[config.mk]
export PLATFORM = sky130hd
export DESIGN_NAME = pulse_stretcher
export DESIGN_NICKNAME = d
export VERILOG_FILES = /design/src/rtl/pulse_stretcher_pkg.sv /design/src/rtl/pulse_stretcher_ch.sv /design/src/rtl/pulse_stretcher.sv
export SDC_FILE = /design/constraint.sdc
export NUM_CORES = 1
export LEC_CHECK = 0
export ABC_AREA = 1
export CORE_AREA = 2 2 39 41
export DETAILED_ROUTE_END_ITERATION = 8
export DIE_AREA = 0 0 41 43
export GPL_ROUTABILITY_DRIVEN = 0
export PLACE_DENSITY_LB_ADDON = 0.1
export SLEW_MARGIN = 20
export SYNTH_ARGS = -nofsm -noshare
export SYNTH_HDL_FRONTEND = slang
export SYNTH_SLANG_ARGS = --single-unit
[constraint.sdc]
create_clock -name clock -period 1.37 [get_ports clock]
set_input_delay 0.137 -clock clock [delete_from_list [all_inputs] [get_ports clock]]
set_output_delay 0.137 -clock clock [all_outputs]
set_load 0.02 [all_outputs]
[src/rtl/pulse_stretcher_pkg.sv]
// Shared definitions for the pulse stretcher: one-hot channel states, counter sizing, parameter limits.
// Holdoff support is selected by the PULSE_STRETCHER_HOLDOFF_EN macro in the channel module.
package pulse_stretcher_pkg;

   localparam int SIGNAL_WIDTH_MIN   = 1;
   localparam int SIGNAL_WIDTH_MAX   = 32;
   localparam int PULSE_WIDTH_MIN    = 1;
   localparam int PULSE_WIDTH_MAX    = 65535;
   localparam int HOLDOFF_CYCLES_MAX = 65535;

   // One-hot so that the ACTIVE bit can drive q directly.
   localparam int ACTIVE_BIT = 1;

   typedef enum logic [2:0] {
      ST_IDLE    = 3'b001,
      ST_ACTIVE  = 3'b010,
      ST_HOLDOFF = 3'b100
   } state_e;

   function automatic int cnt_width(input int pulse_width, input int holdoff_cycles);
      int m;
      m = 2;
      if (pulse_width > m) m = pulse_width;
      if (holdoff_cycles > m) m = holdoff_cycles;
      return $clog2(m);
   endfunction

endpackage

[src/rtl/pulse_stretcher_ch.sv]
// One pulse-stretcher channel: IDLE/ACTIVE/HOLDOFF FSM, down-counter, registered q/done/dropped.
// HOLDOFF logic exists only when PULSE_STRETCHER_HOLDOFF_EN is defined.
module pulse_stretcher_ch
   import pulse_stretcher_pkg::*;
#(
   parameter int PulseWidth    = 4,
   parameter int Retrigger     = 1,
   parameter int HoldoffCycles = 0
) (
   input  logic clock,
   input  logic reset,
   input  logic trig,
   output logic q,
   output logic done,
   output logic dropped
);

   localparam int             CW        = cnt_width(PulseWidth, HoldoffCycles);
   localparam logic [CW-1:0]  PW_RELOAD = CW'(PulseWidth - 1);
   localparam bit             RETRIG    = (Retrigger != 0);

   state_e        state_q, state_d;
   logic [CW-1:0] cnt_q, cnt_d;
   logic          done_q, done_d;
   logic          dropped_q, dropped_d;
   logic          cnt_zero;
   logic          reload;

   assign cnt_zero = (cnt_q == '0);
   assign reload   = trig && RETRIG;

   always_ff @(posedge clock) begin
      if (reset) begin
         state_q   <= ST_IDLE;
         cnt_q     <= '0;
         done_q    <= 1'b0;
         dropped_q <= 1'b0;
      end else begin
         state_q   <= state_d;
         cnt_q     <= cnt_d;
         done_q    <= done_d;
         dropped_q <= dropped_d;
      end
   end

   always_comb begin
      state_d = state_q;
      cnt_d   = cnt_q;
      unique case (state_q)
         ST_IDLE: begin
            if (trig) begin
               state_d = ST_ACTIVE;
               cnt_d   = PW_RELOAD;
            end
         end
         ST_ACTIVE: begin
            // A retrigger wins over expiry, even on the final count.
            if (reload) begin
               cnt_d = PW_RELOAD;
            end else if (cnt_zero) begin
`ifdef PULSE_STRETCHER_HOLDOFF_EN
               if (HoldoffCycles > 0) begin
                  state_d = ST_HOLDOFF;
                  cnt_d   = CW'(HoldoffCycles - 1);
               end else begin
                  state_d = ST_IDLE;
               end
`else
               state_d = ST_IDLE;
`endif
            end else begin
               cnt_d = cnt_q - CW'(1);
            end
         end
`ifdef PULSE_STRETCHER_HOLDOFF_EN
         ST_HOLDOFF: begin
            if (cnt_zero) state_d = ST_IDLE;
            else          cnt_d   = cnt_q - CW'(1);
         end
`endif
         default: begin
            state_d = ST_IDLE;
            cnt_d   = '0;
         end
      endcase
   end

   always_comb begin
      done_d    = (state_q == ST_ACTIVE) && cnt_zero && !reload;
      dropped_d = trig && (state_q == ST_ACTIVE) && !RETRIG;
`ifdef PULSE_STRETCHER_HOLDOFF_EN
      if (trig && (state_q == ST_HOLDOFF)) dropped_d = 1'b1;
`endif
   end

   assign q       = state_q[ACTIVE_BIT];
   assign done    = done_q;
   assign dropped = dropped_q;

endmodule

[src/rtl/pulse_stretcher.sv]
// Multi-channel pulse stretcher: SignalWidth independent channels sharing clock and reset.
// Define PULSE_STRETCHER_HOLDOFF_EN to enable the post-pulse HOLDOFF recovery time.
module pulse_stretcher
   import pulse_stretcher_pkg::*;
#(
   parameter int SignalWidth   = 1,
   parameter int PulseWidth    = 4,
   parameter int Retrigger     = 1,
   parameter int HoldoffCycles = 0
) (
   input  logic                   clock,
   input  logic                   reset,
   input  logic [SignalWidth-1:0] trig,
   output logic [SignalWidth-1:0] q,
   output logic [SignalWidth-1:0] done,
   output logic [SignalWidth-1:0] dropped
);

   for (genvar g = 0; g < SignalWidth; g++) begin : g_ch
      pulse_stretcher_ch #(
         .PulseWidth    (PulseWidth),
         .Retrigger     (Retrigger),
         .HoldoffCycles (HoldoffCycles)
      ) u_ch (
         .clock   (clock),
         .reset   (reset),
         .trig    (trig[g]),
         .q       (q[g]),
         .done    (done[g]),
         .dropped (dropped[g])
      );
   end

endmodule

[After elaboration in Yosys (flattened, before gate mapping)]
Cells that the tools add are included.
Word-level totals
  bits in registers: 6
  input port bits: 3
  output and inout bits: 3
  word-level logic and storage cells: 24
Operators by class
  add/subtract/negate cells: 1
  eq/ne operators: 6
  muxes and demuxes: 8
  reductions and logical operators: 6
Operators with widths (count)
  3-bit two-way mux: 3
  2-bit two-way mux: 3
  3-bit one-hot mux with 2 select lines: 1
  2-bit != test, second input constant: 2
  2-bit one-hot mux with 2 select lines: 1
  3-bit by 1-bit equality test with 1-bit output, second input constant: 1
  3-bit by 2-bit equality test with 1-bit output, second input constant: 1
  3-bit != test, second input constant: 1
  3-bit AND reduction: 1
  1-bit logical AND: 2
  2-bit logical NOT: 1
  2-bit by 1-bit != test with 1-bit output, second input constant: 1
  2-bit AND reduction: 1
  2-bit by 1-bit subtractor with 2-bit output, second input constant: 1
  1-bit logical NOT: 1

[Longest topological paths before layout]
Gate-level depths: netlist of run 1.
  word-level depth: 4
  depth in mapped cells: 9
  mapped depth without buffers: 9

[Worst setup path before layout of run 1]
No wires, ideal clock.
  path kind: register -> register
  from: reg g_ch[0].u_ch.state_q[1]
  to: reg g_ch[0].u_ch.state_q[0]
  data arrival time: 1.183 ns
  data required time: 1.254 ns
  setup slack: 0.070 ns
  stages on the path, launching flop included: 9
  path buffers: 0
  clock period less this slack: 1.300 ns
  cell sequence: dfxtp_1 inv_1 ha_1 nand2_2 nand2_2 inv_2 nand2_2 o21ai_1 nand2_1
On the way
  word-level cells in the longest chain between the ends: 3
  elaborated cells on any way between the ends: 7
  classes of those cells: 5 x eq/ne; 1 x mux; 1 x reduce/logical
Ends and longest elaborated chain
  from (decl): RTL line pulse_stretcher_ch.sv:22  | state_e state_q, state_d;
  from (signal assigned): RTL line pulse_stretcher_ch.sv:39  | state_q <= state_d;
  3-bit by 2-bit equality test with 1-bit output or 3-bit by 1-bit equality test with 1-bit output (tied branches): RTL line pulse_stretcher_ch.sv:49  | unique case (state_q)
  2-bit by 1-bit != test with 1-bit output (no source line) or 2-bit != test (tied branches)
  3-bit AND reduction (no source line)
Several ways; a longest one is shown, not always the timed one.
A chain may end at the register's enable or synchronous reset.

[Worst setup path in the final report of run 1]
  from: reg g_ch[0].u_ch.done_q
  to: out done
RTL lines
  from (decl): RTL line pulse_stretcher_ch.sv:24  | logic done_q, done_d;
  from (signal assigned): RTL line pulse_stretcher_ch.sv:41  | done_q <= done_d;
  to (decl): RTL line pulse_stretcher.sv:15  | output logic [SignalWidth-1:0] done,
No word-level cell between the ends.

==> results of run 1 <==
==> area by class of cell <==
| type | count | area, um^2 | share of cell area (%) |
|---|---|---|---|
| Timing Repair Buffer | 4 | 38.8 | 9.94 |
| Inverter | 8 | 30.0 | 7.69 |
| Multi-Input combinational cell | 30 | 174 | 44.6 |
| Sequential cell | 5 | 101 | 26.0 |
| Tap cell | 16 | 20.0 | 5.13 |
| Clock buffer | 4 | 26.3 | 6.73 |
==> timing repair <==
item,4_1_cts,5_1_grt
hold buffers,0,0
setup endpoints to repair,1,3
hold endpoints to repair,0,0
gates resized for setup,1,1
==> final timing paths <==
kind | startpoint | endpoint | slack (ns) | depth (start not counted)
max reg2reg | g_ch[0].u_ch.state_q[1]$_SDFFE_PP0P_ | g_ch[0].u_ch.state_q[0]$_SDFFE_PP1P_ | 0.14 | 8
min reg2reg | g_ch[0].u_ch.state_q[1]$_SDFFE_PP0P_ | g_ch[0].u_ch.state_q[1]$_SDFFE_PP0P_ | 0.51 | 2
max | g_ch[0].u_ch.done$_SDFF_PP0_ | done | 0.09 | 1
min | g_ch[0].u_ch.state_q[1]$_SDFFE_PP0P_ | g_ch[0].u_ch.state_q[1]$_SDFFE_PP0P_ | 0.51 | 2
==> Yosys cell counts <==
master and number:
a21oi_1 4, a21oi_2 1, buf_4 1, conb_1 1
dfxtp_1 5, ha_1 4, inv_1 6, inv_2 2
nand2_1 7, nand2_2 3, nand3_1 1, nand3_2 1
nor2_1 7, o21ai_1 1
==> per-layer routing <==
| metal | share of wire [%] | track usage, % | up-vias |
|---|---|---|---|
| met3 | 5.1 | 3.14 | 0 |
| li1 | - | - | 145 |
| met5 | 0 | 0 | - |
| met1 | 43 | 9.35 | 114 |
| met4 | 0 | 11.3 | 0 |
| met2 | 52 | 10.3 | 8 |
==> state kept, by name, indices dropped and copies added, names as in the netlist <==
| register | count |
|---|---|
| g_ch.u_ch.state_q | 2 |
| g_ch.u_ch.cnt_q | 2 |
| g_ch.u_ch.done | 1 |
==> through the flow <==
| stage | area (um^2) | total power [W] | hold slack, ns | instances | worst slack (ns) |
|---|---|---|---|---|---|
| after detailed placement | 364 | 0.000666 | 0.509 | 63 | 0.0824 |
| after floorplan | 312 | 0.000562 | 0.199 | 44 | 0.0703 |
| after CTS | 389 | 0.000834 | 0.521 | 67 | 0.0750 |
| final | 390 | 0.000823 | 0.508 | 67 | 0.0937 |
| after global routing | 390 | 0.000909 | 0.520 | 67 | 0.00277 |
| after global placement | 364 | 0.000656 | 0.488 | 63 | 0.103 |
==> kinds of logic (layout without fill, tap and decap cells) <==
| group | after synthesis | after routing |
|---|---|---|
| AOI/OAI and AO/OA | 6 | 6 |
| adders and majority gates | 4 | 4 |
| buffers and inverters | 9 | 16 |
| DFF | 5 | 5 |
| other | 1 | 1 |
| and+or+nand+nor | 19 | 19 |
==> power by group <==
group	switching [W]	internal, W
clock	0.0000567	0.000110
combinational	0.000252	0.000165
sequential	0.0000360	0.000203
total	0.000345	0.000478
==> results by group, run 1 <==
Logic synthesis
  • Mapped Cells: 44
  • Synth Area in Simple Gates: roughly 28%
  • Syn_nets: slightly above 50
  • Mux cell area share after synthesis: 0%
  • Synth top area cells: dfxtp_1 (32%), ha_1 (16%), nand2_1 (8.4%)
  • Synth Area in Compound Gates: between 10% and 20%
  • Netlist cell types: 14
  • Synth Cell Area: around 310 um^2
  • Biggest area consumer among synthesized cells: dfxtp_1
  • Ys Warns: 0
  • Syn Area/Cell: ~7 um^2
  • Post-Synth Adder-Cell Area: between 10% and 20%
  • Sequential area share after synthesis: between 30% and 40%
  • Main combinational cell family by area after synthesis: simple AND/OR/NAND/NOR gates
  • Post-synthesis xor/xnor area fraction: 0%
  • Synth Register Bits: 5
  • Yosys top cell area share: between 30% and 40%

Placement
  • HPWL Detailed: about 480 um
  • Port bufs: 4

Critical path
  • Critical Path, Cell by Cell: clkdlybuf4s50_1
  • Crit. End Element: primary output
  • Crit path arrival time: roughly 1.1 ns
  • WP data required: around 1.2 ns
  • Slowest stage cell on the critical path: clkdlybuf4s50_1
  • Crit Path Max Fanout: 1
  • CP top delay family: buffers and inverters
  • Buf/Inv on CP: 1
  • Setup CP Type: reg2out
  • Critical path launch point type: register
  • Critical Path Max Stage Delay: 0.59 ns

Job
  • Max_cap viols: 0

Floorplanning
  • Die area: roughly 1800 um^2
  • Cell Rows: 14
  • Core area: approximately 1400 um^2
  • Initial Util: between 20% and 30%
  • Die height: around 43 um
  • Die W: between 40 and 50 um
  • # IOs: 6

Power and ir drop
  • PD cells: 2110 nW/um^2
  • LEAKAGE: 0.190 nW
  • VDD IR max: between 0.5 and 0.6 mV

GRT
  • GR Overflow Total: 0
  • Pin count of the biggest net entering global routing: 6
  • Initial antenna violation count: 0
  • Vias in the first global route: 257
  • First-pass GRT wire length: roughly 950 um
  • Total Routing Usage GR: around 8.5%

Clock network
  • H-Tree Level Count: 1
  • CTS tree: built
  • CTS clk-pin slew, worst paths: 0.04 ns
  • Cts bufs inserted: 3
  • CTS Root Cell: clkbuf_4
  • Clock Latency Late Sink: 0.24 ns
  • Worst-case clock buffer depth: 2
  • Postcts setup bufs: 0
  • CTS sink cnt: 5

Timing
  • Hold Violations, Final: 0
  • Min cycle time layout: approximately 1.3 ns
  • Fmax: between 700 and 800 MHz
  • RSZ-0062 raised after global routing: false
  • Final setup violation count: 0
  • Final Max Tran Viols: 0
  • Share of the clock period used by the worst path: 93.2%
  • Skew final: 0.00472 ns
  • Setup TNS: 0 ns

Detailed routing
  • Wirelength, routed: approximately 570 um
  • Drt pass-1 iters: 4
  • Via count: between 200 and 300
  • Initial DRC count: 2
  • Antenna-violating nets left: 0
  • Average wire per standard cell: around 8.5 um
  • DRC viols: 0
  • Drt via density: ~4

Layout
  • Share of cells above drive strength 1: a little over a fifth
  • Most frequent cells in the layout: nand2_1 (7), nor2_1 (7), inv_1 (6)
  • Layout fillers: between 150 and 200
  • Synthesis-to-layout area growth: 25.3%
  • # nets final: approximately 60
  • Ant. Diodes: 0
  • Post-route core utilization: about 28%

Outcome
  • Outcome: finished clean

Min path
  • Hold Path Class: reg2reg
No activity file was read; power rests on OpenSTA's default activity.
==> run 2, diff against run 1 <==
==> constraint.sdc (replaced) <==
create_clock -name clock -period 1.37 [get_ports clock]
set_input_delay 0.137 -clock clock [delete_from_list [all_inputs] [get_ports clock]]
set_output_delay 0.137 -clock clock [all_outputs]
set_load 0.05 [all_outputs]
==> results by group, run 2 (synthesized netlist as in run 1, its figures left out) <==
Timing
  • Fmax: 833 MHz (+6.3%)
  • RSZ-0062 raised after global routing: false
  • Setup TNS: 0 ns (unchanged)
  • Final setup violation count: 0 (unchanged)
  • Share of the clock period used by the worst path: 87.7% (-5.5 points)
  • Skew final: 0.00369 ns (-0.00103 ns)
  • Hold Violations, Final: 0 (unchanged)
  • Min cycle time layout: 1.20 ns (-0.0754 ns)
  • Final Max Tran Viols: 0 (unchanged)

Clock network
  • CTS Root Cell: clkbuf_4
  • CTS tree: built
  • CTS sink cnt: 5 (unchanged)
  • CTS clk-pin slew, worst paths: 0.04 ns (about the same)
  • Postcts setup bufs: 0 (unchanged)
  • Worst-case clock buffer depth: 2 (unchanged)
  • H-Tree Level Count: 1 (unchanged)
  • Cts bufs inserted: 3 (unchanged)
  • Clock Latency Late Sink: 0.24 ns (about the same)

Critical path
  • Reg2Reg Depth: 8 (unchanged)
  • Crit path arrival time: 1.33 ns (+0.19 ns)
  • Internal reg-to-reg setup slack: 0.17 ns (+0.03 ns)
  • Critical Path, Cell by Cell: inv_1, ha_2, nand2_2, nand2_2, inv_2, nand2_2, o21ai_1, nand2_1
  • WP data required: 1.50 ns (+0.27 ns)
  • Crit Path Max Fanout: 5 (+4)
  • Setup CP Type: reg2reg
  • Crit path top cell by count: nand2_2
  • Worst r2r dst: g_ch[0].u_ch.state_q[0]$_SDFFE_PP1P_
  • Beginning of the critical path: g_ch[0].u_ch.state_q[1]$_SDFFE_PP0P_
  • Slowest stage cell on the critical path: dfxtp_2
  • Critical Path Max Stage Delay: 0.38 ns (-0.21 ns)
  • Critical path launch point type: register
  • Crit. End Element: register
  • Reg2Reg Launch Point: g_ch[0].u_ch.state_q[1]$_SDFFE_PP0P_
  • Crit path capture: g_ch[0].u_ch.state_q[0]$_SDFFE_PP1P_

GRT
  • Total Routing Usage GR: 9.04% (+0.49 points)
  • Initial antenna violation count: 0 (unchanged)
  • Vias in the first global route: 253 (-1.6%)
  • Pin count of the biggest net entering global routing: 6 (unchanged)
  • GR Overflow Total: 0 (unchanged)
  • First-pass GRT wire length: 1020 um (+8.0%)

Outcome
  • Outcome: finished clean

Power and ir drop
  • LEAKAGE: 0.192 nW (+1.4%)
  • VDD IR max: 0.581 mV (+5.0%)
  • PD cells: 2240 nW/um^2 (+6.3%)

Layout
  • Layout fillers: 159 (+0.63%)
  • Synthesis-to-layout area growth: 28.9%
  • Post-route core utilization: 29.0% (+0.81 points)
  • # nets final: 59 (unchanged)
  • Share of cells above drive strength 1: 27.5% (+5.9 points)
  • Most frequent cells in the layout: nand2_1 (7), nor2_1 (7), inv_1 (6)
  • Fin cells: 67 (unchanged)
  • Ant. Diodes: 0 (unchanged)

Detailed routing
  • Antenna-violating nets left: 0 (unchanged)
  • Drt via density: 3.91 (-1.9%)
  • DRC viols: 0 (unchanged)
  • Wirelength, routed: 583 um (+2.5%)
  • Initial DRC count: 5 (+3)
  • Via count: 262 (-1.9%)
  • Drt pass-1 iters: 3 (-1)
  • Average wire per standard cell: 8.70 um (+2.5%)

Floorplanning
  • # IOs: 6 (unchanged)
  • Die height: 43 um (unchanged)
  • Die area: 1760 um^2 (unchanged)
  • Cell Rows: 14 (unchanged)
  • Core area: 1380 um^2 (unchanged)
  • Die W: 41 um (unchanged)
  • Initial Util: 22.5% (unchanged)

Min path
  • Hold Path Class: reg2reg

Placement
  • Port bufs: 4 (unchanged)
  • HPWL Detailed: 464 um (-3.2%)
  • Placed cell count: 63 (unchanged)

Job
  • Max_cap viols: 0 (unchanged)
-- run 2: changes by cell type in the layout (fill, tap and decap cells not counted), sizes merged --
| cell | delta |
|---|---|
| dlygate4sd2 | -1 |
| buf | +2 |
| clkdlybuf4s50 | -1 |
-- run 2: cell type report --
type                    instances  area (um^2)  area share (%)
multi-input cells              30          176            43.9
repair buffers                  4         47.5            11.8
flip-flops and latches          5          101            25.2
clock buffers                   4         26.3            6.54
well taps                      16         20.0            4.98
inverters                       8         30.0            7.48
-- run 2: worst min-delay path by stage --
stage	cells after the start	start	end
3_3_place_gp	2	g_ch[0].u_ch.state_q[0]$_SDFFE_PP1P_	g_ch[0].u_ch.state_q[0]$_SDFFE_PP1P_
2_1_floorplan	1	reset	g_ch[0].u_ch.state_q[1]$_SDFFE_PP0P_
6_report	2	g_ch[0].u_ch.state_q[0]$_SDFFE_PP1P_	g_ch[0].u_ch.state_q[0]$_SDFFE_PP1P_
5_1_grt	2	g_ch[0].u_ch.state_q[0]$_SDFFE_PP1P_	g_ch[0].u_ch.state_q[0]$_SDFFE_PP1P_
3_5_place_dp	2	g_ch[0].u_ch.state_q[0]$_SDFFE_PP1P_	g_ch[0].u_ch.state_q[0]$_SDFFE_PP1P_
4_1_cts	2	g_ch[0].u_ch.state_q[0]$_SDFFE_PP1P_	g_ch[0].u_ch.state_q[0]$_SDFFE_PP1P_
-- run 2: layer usage --
| metal | track usage (%) | wire [um] |
|---|---|---|
| met3 | 1.57 | 19 |
| met4 | 10.0 | 0 |
| met5 | 0 | 0 |
| met2 | 11.9 | 282 |
| met1 | 10.9 | 282 |
-- run 2: repair_timing --
action | 4_1_cts | 5_1_grt
hold buffers | 0 | 0
endpoints found under the setup margin | 0 | 1
resized for setup | 0 | 1
-- run 2: stage by stage --
step | instance area [um^2] | total power (W) | hold slack [ns] | worst slack, ns
after global placement | 373 | 0.000724 | 0.482 | 0.126
final | 402 | 0.000900 | 0.511 | 0.169
after detailed placement | 373 | 0.000732 | 0.503 | 0.107
after global routing | 402 | 0.000995 | 0.558 | 0.0463
after floorplan | 313 | 0.000599 | 0.192 | 0.0424
after CTS | 399 | 0.000911 | 0.516 | 0.0861
-- run 2: where the power goes --
| group | switching, W | leakage [nW] | internal, W |
|---|---|---|---|
| registers | 0.0000419 | 0.0415 | 0.000203 |
| logic | 0.000286 | 0.136 | 0.000202 |
| clock network | 0.0000565 | 0.0150 | 0.000110 |
| total | 0.000385 | 0.192 | 0.000515 |
-- run 2: worst max-delay path, delay by kind of cell, from the launching register on --
kind	cells	cell delay [ns]
adder cells (fa/ha/maj)	1	0.21
flip-flops	1	0.38
buffers and inverters	2	0.12
AND/OR/NAND/NOR	4	0.32
AO/OA/AOI/OAI	1	0.07
==> run 3, diff against run 2 <==
--- a/config.mk
+++ b/config.mk
@@ -10,8 +10,10 @@
 export DETAILED_ROUTE_END_ITERATION = 8
 export DIE_AREA = 0 0 41 43
 export GPL_ROUTABILITY_DRIVEN = 0
+export HOLD_SLACK_MARGIN = 0.02
 export PLACE_DENSITY_LB_ADDON = 0.1
 export SLEW_MARGIN = 20
 export SYNTH_ARGS = -nofsm -noshare
 export SYNTH_HDL_FRONTEND = slang
+export SYNTH_HIERARCHICAL = 1
 export SYNTH_SLANG_ARGS = --single-unit
==> results by group, run 3 <==
Outcome
  • Outcome: finished clean

Timing
  • Final worst slack: 0.165 ns (-0.00408 ns)
  • Fmax: 830 MHz (-0.34%)
  • Final Max Tran Viols: 0 (unchanged)
  • RSZ-0062 raised after global routing: false
  • Skew final: 0.00316 ns (-0.000530 ns)
  • Hold Violations, Final: 0 (unchanged)
  • Min cycle time layout: 1.20 ns (+0.00408 ns)
  • Hold Slack: 0.469 ns (-0.0418 ns)
  • Setup TNS: 0 ns (unchanged)
  • Final setup violation count: 0 (unchanged)
  • Share of the clock period used by the worst path: 88.0% (+0.30 points)

Logic synthesis
  • Synth Cell Area: 315 um^2 (+1.2%)
  • Synth top area cells: dfxtp_1 (32%), ha_1 (16%), nand2_1 (13%)
  • Most common cell in the synthesized netlist: nand2_1
  • Synth Register Bits: 5 (unchanged)
  • Syn Area/Cell: 6.85 um^2 (-3.2%)
  • Biggest area consumer among synthesized cells: dfxtp_1
  • Netlist cell types: 16 (+2)
  • Ys Warns: 6 (+6)
  • Syn_nets: 53 (+3.9%)
  • Mapped Cells: 46 (+4.5%)
  • Yosys top cell area share: 31.7% (-0.38 points)
  • Primary FF master, synth: dfxtp_1
  • Sequential area share after synthesis: 31.7% (-0.38 points)
  • Ys async rst share: 0% (unchanged)
  • Commonest cells in the synthesized netlist: nand2_1 (11), inv_1 (8), dfxtp_1 (5)
  • Post-synth EDFFs: 0 (unchanged)

Layout
  • Share of cells above drive strength 1: 18.9% (-8.6 points)
  • Sequential Area: 101 um^2 (unchanged)
  • Commonest non-fill, non-tap cell in the layout: nand2_1
  • Ant. Diodes: 0 (unchanged)
  • Synthesis-to-layout area growth: 27.8%
  • Layout fillers: 155 (-2.5%)
  • # nets final: 61 (+3.4%)
  • Fin cells: 69 (+3.0%)
  • Footprint of the multi-input gates: 170 um^2 (-3.5%)
  • Post-route core utilization: 29.1% (+0.090 points)
  • Most frequent cells in the layout: nand2_1 (11), inv_1 (8), nand3_1 (4), ha_1 (4), dfxtp_1 (4)

Critical path
  • Crit. End Element: register
  • Setup CP Type: reg2reg
  • Crit path arrival time: 1.37 ns (+0.04 ns)
  • Crit Path Max Fanout: 3 (-2)
  • Critical path launch point type: register
  • WP data required: 1.54 ns (+0.04 ns)
  • Reg2Reg Depth: 6 (-2)

Clock network
  • CTS sink cnt: 5 (unchanged)
  • Cts bufs inserted: 3 (unchanged)
  • H-Tree Level Count: 1 (unchanged)
  • CTS Hold Bufs: 0 (unchanged)
  • CTS tree: built
  • Post-CTS Resized: 0 (unchanged)
  • Clock Latency Late Sink: 0.24 ns (about the same)
  • CTS Root Cell: clkbuf_4
  • Worst-case clock buffer depth: 2 (unchanged)
  • CTS clk-pin slew, worst paths: 0.04 ns (about the same)
  • Postcts setup bufs: 0 (unchanged)

Placement
  • Pre-CTS worst setup slack: 0.0563 ns (-0.0506 ns)
  • Port bufs: 4 (unchanged)
  • Placed cell count: 65 (+3.2%)
  • HPWL Detailed: 459 um (-0.97%)

Floorplanning
  • Die area: 1760 um^2 (unchanged)
  • Cell Rows: 14 (unchanged)
  • Initial Util: 22.8% (+0.27 points)
  • # IOs: 6 (unchanged)
  • Core area: 1380 um^2 (unchanged)
  • Die height: 43 um (unchanged)
  • Die W: 41 um (unchanged)

Power and ir drop
  • VDD IR max: 0.457 mV (-21%)
  • PD cells: 1160 nW/um^2 (-48%)
  • LEAKAGE: 0.200 nW (+3.9%)

GRT
  • GR Overflow Total: 0 (unchanged)
  • First-pass GRT wire length: 924 um (-9.5%)
  • Total Routing Usage GR: 8.14% (-0.90 points)
  • Initial antenna violation count: 0 (unchanged)
  • Pin count of the biggest net entering global routing: 7 (+1)
  • Vias in the first global route: 251 (-0.79%)

Min path
  • Hold Path Depth: 2 (unchanged)
  • Hold Path Class: reg2reg

Detailed routing
  • Wirelength, routed: 551 um (-5.5%)
  • Initial DRC count: 2 (-3)
  • Average wire per standard cell: 7.99 um (-8.2%)
  • DRC viols: 0 (unchanged)
  • Drt pass-1 iters: 2 (-1)
  • Drt via density: 4.01 (+2.7%)
  • Via count: 277 (+5.7%)
  • Antenna-violating nets left: 0 (unchanged)

Job
  • Max_cap viols: 0 (unchanged)
==> run 3: metal layers <==
| metal | track usage (%) | routed length, um | vias to the layer above | share of wire [%] |
|---|---|---|---|---|
| met2 | 10.3 | 270 | 4 | 49 |
| met3 | 3.14 | 18 | 0 | 3.3 |
| met4 | 8.00 | 0 | 0 | 0 |
| met1 | 9.68 | 263 | 118 | 48 |
| met5 | 0 | 0 | - | 0 |
| li1 | - | - | 155 | - |
==> run 3: cell families (layout without fill, tap and decap cells) <==
logic type,after synthesis,count (layout),share of synthesized area [%]
simple gates,20,20,28.2
compound gates,5,5,8.73
fa+ha+maj,4,4,15.9
flops,5,5,31.7
other cells,1,1,1.19
buf+inv,11,18,14.3
==> run 3: power breakdown <==
part	switching, W	internal [W]	total, W
clock network	0.0000568	0.000110	0.000167
registers	0.0000115	0.000162	0.000173
logic	0.0000738	0.0000532	0.000127
==> run 3: cell type report <==
class,count,share of cell area (%)
multi-input combinational,30,42.2
sequential,5,25.2
timing repair buffer,4,11.8
inverter,10,9.32
clock buffer,4,6.52
tap,16,4.97
==> run 3: per-stage QoR <==
| stage | total power (W) | instance area [um^2] |
|---|---|---|
| 2_1_floorplan | 0.000268 | 317 |
| 3_3_place_gp | 0.000309 | 377 |
| 3_5_place_dp | 0.000305 | 377 |
| 4_1_cts | 0.000482 | 403 |
| 5_1_grt | 0.000506 | 403 |
| 6_report | 0.000467 | 403 |
==> run 3: worst max-delay path, cell delays in order, from the launching register on <==
cell and delay [ns]:
dfxtp_1 0.31, inv_1 0.09, ha_1 0.20, nand2_1 0.10, o21ai_0 0.22, nand2_1 0.08
a21oi_1 0.14
==> run 3: worst paths after layout <==
kind / start / to / slack (ns)
worst max-delay path: g_ch[0].u_ch/state_q[0]$_SDFFE_PP1P_ / g_ch[0].u_ch/cnt_q[1]$_SDFFE_PP0P_ / 0.17
worst min-delay path: g_ch[0].u_ch/cnt_q[1]$_SDFFE_PP0P_ / g_ch[0].u_ch/cnt_q[1]$_SDFFE_PP0P_ / 0.47
worst max register to register: g_ch[0].u_ch/state_q[0]$_SDFFE_PP1P_ / g_ch[0].u_ch/cnt_q[1]$_SDFFE_PP0P_ / 0.17
worst min register to register: g_ch[0].u_ch/cnt_q[1]$_SDFFE_PP0P_ / g_ch[0].u_ch/cnt_q[1]$_SDFFE_PP0P_ / 0.47
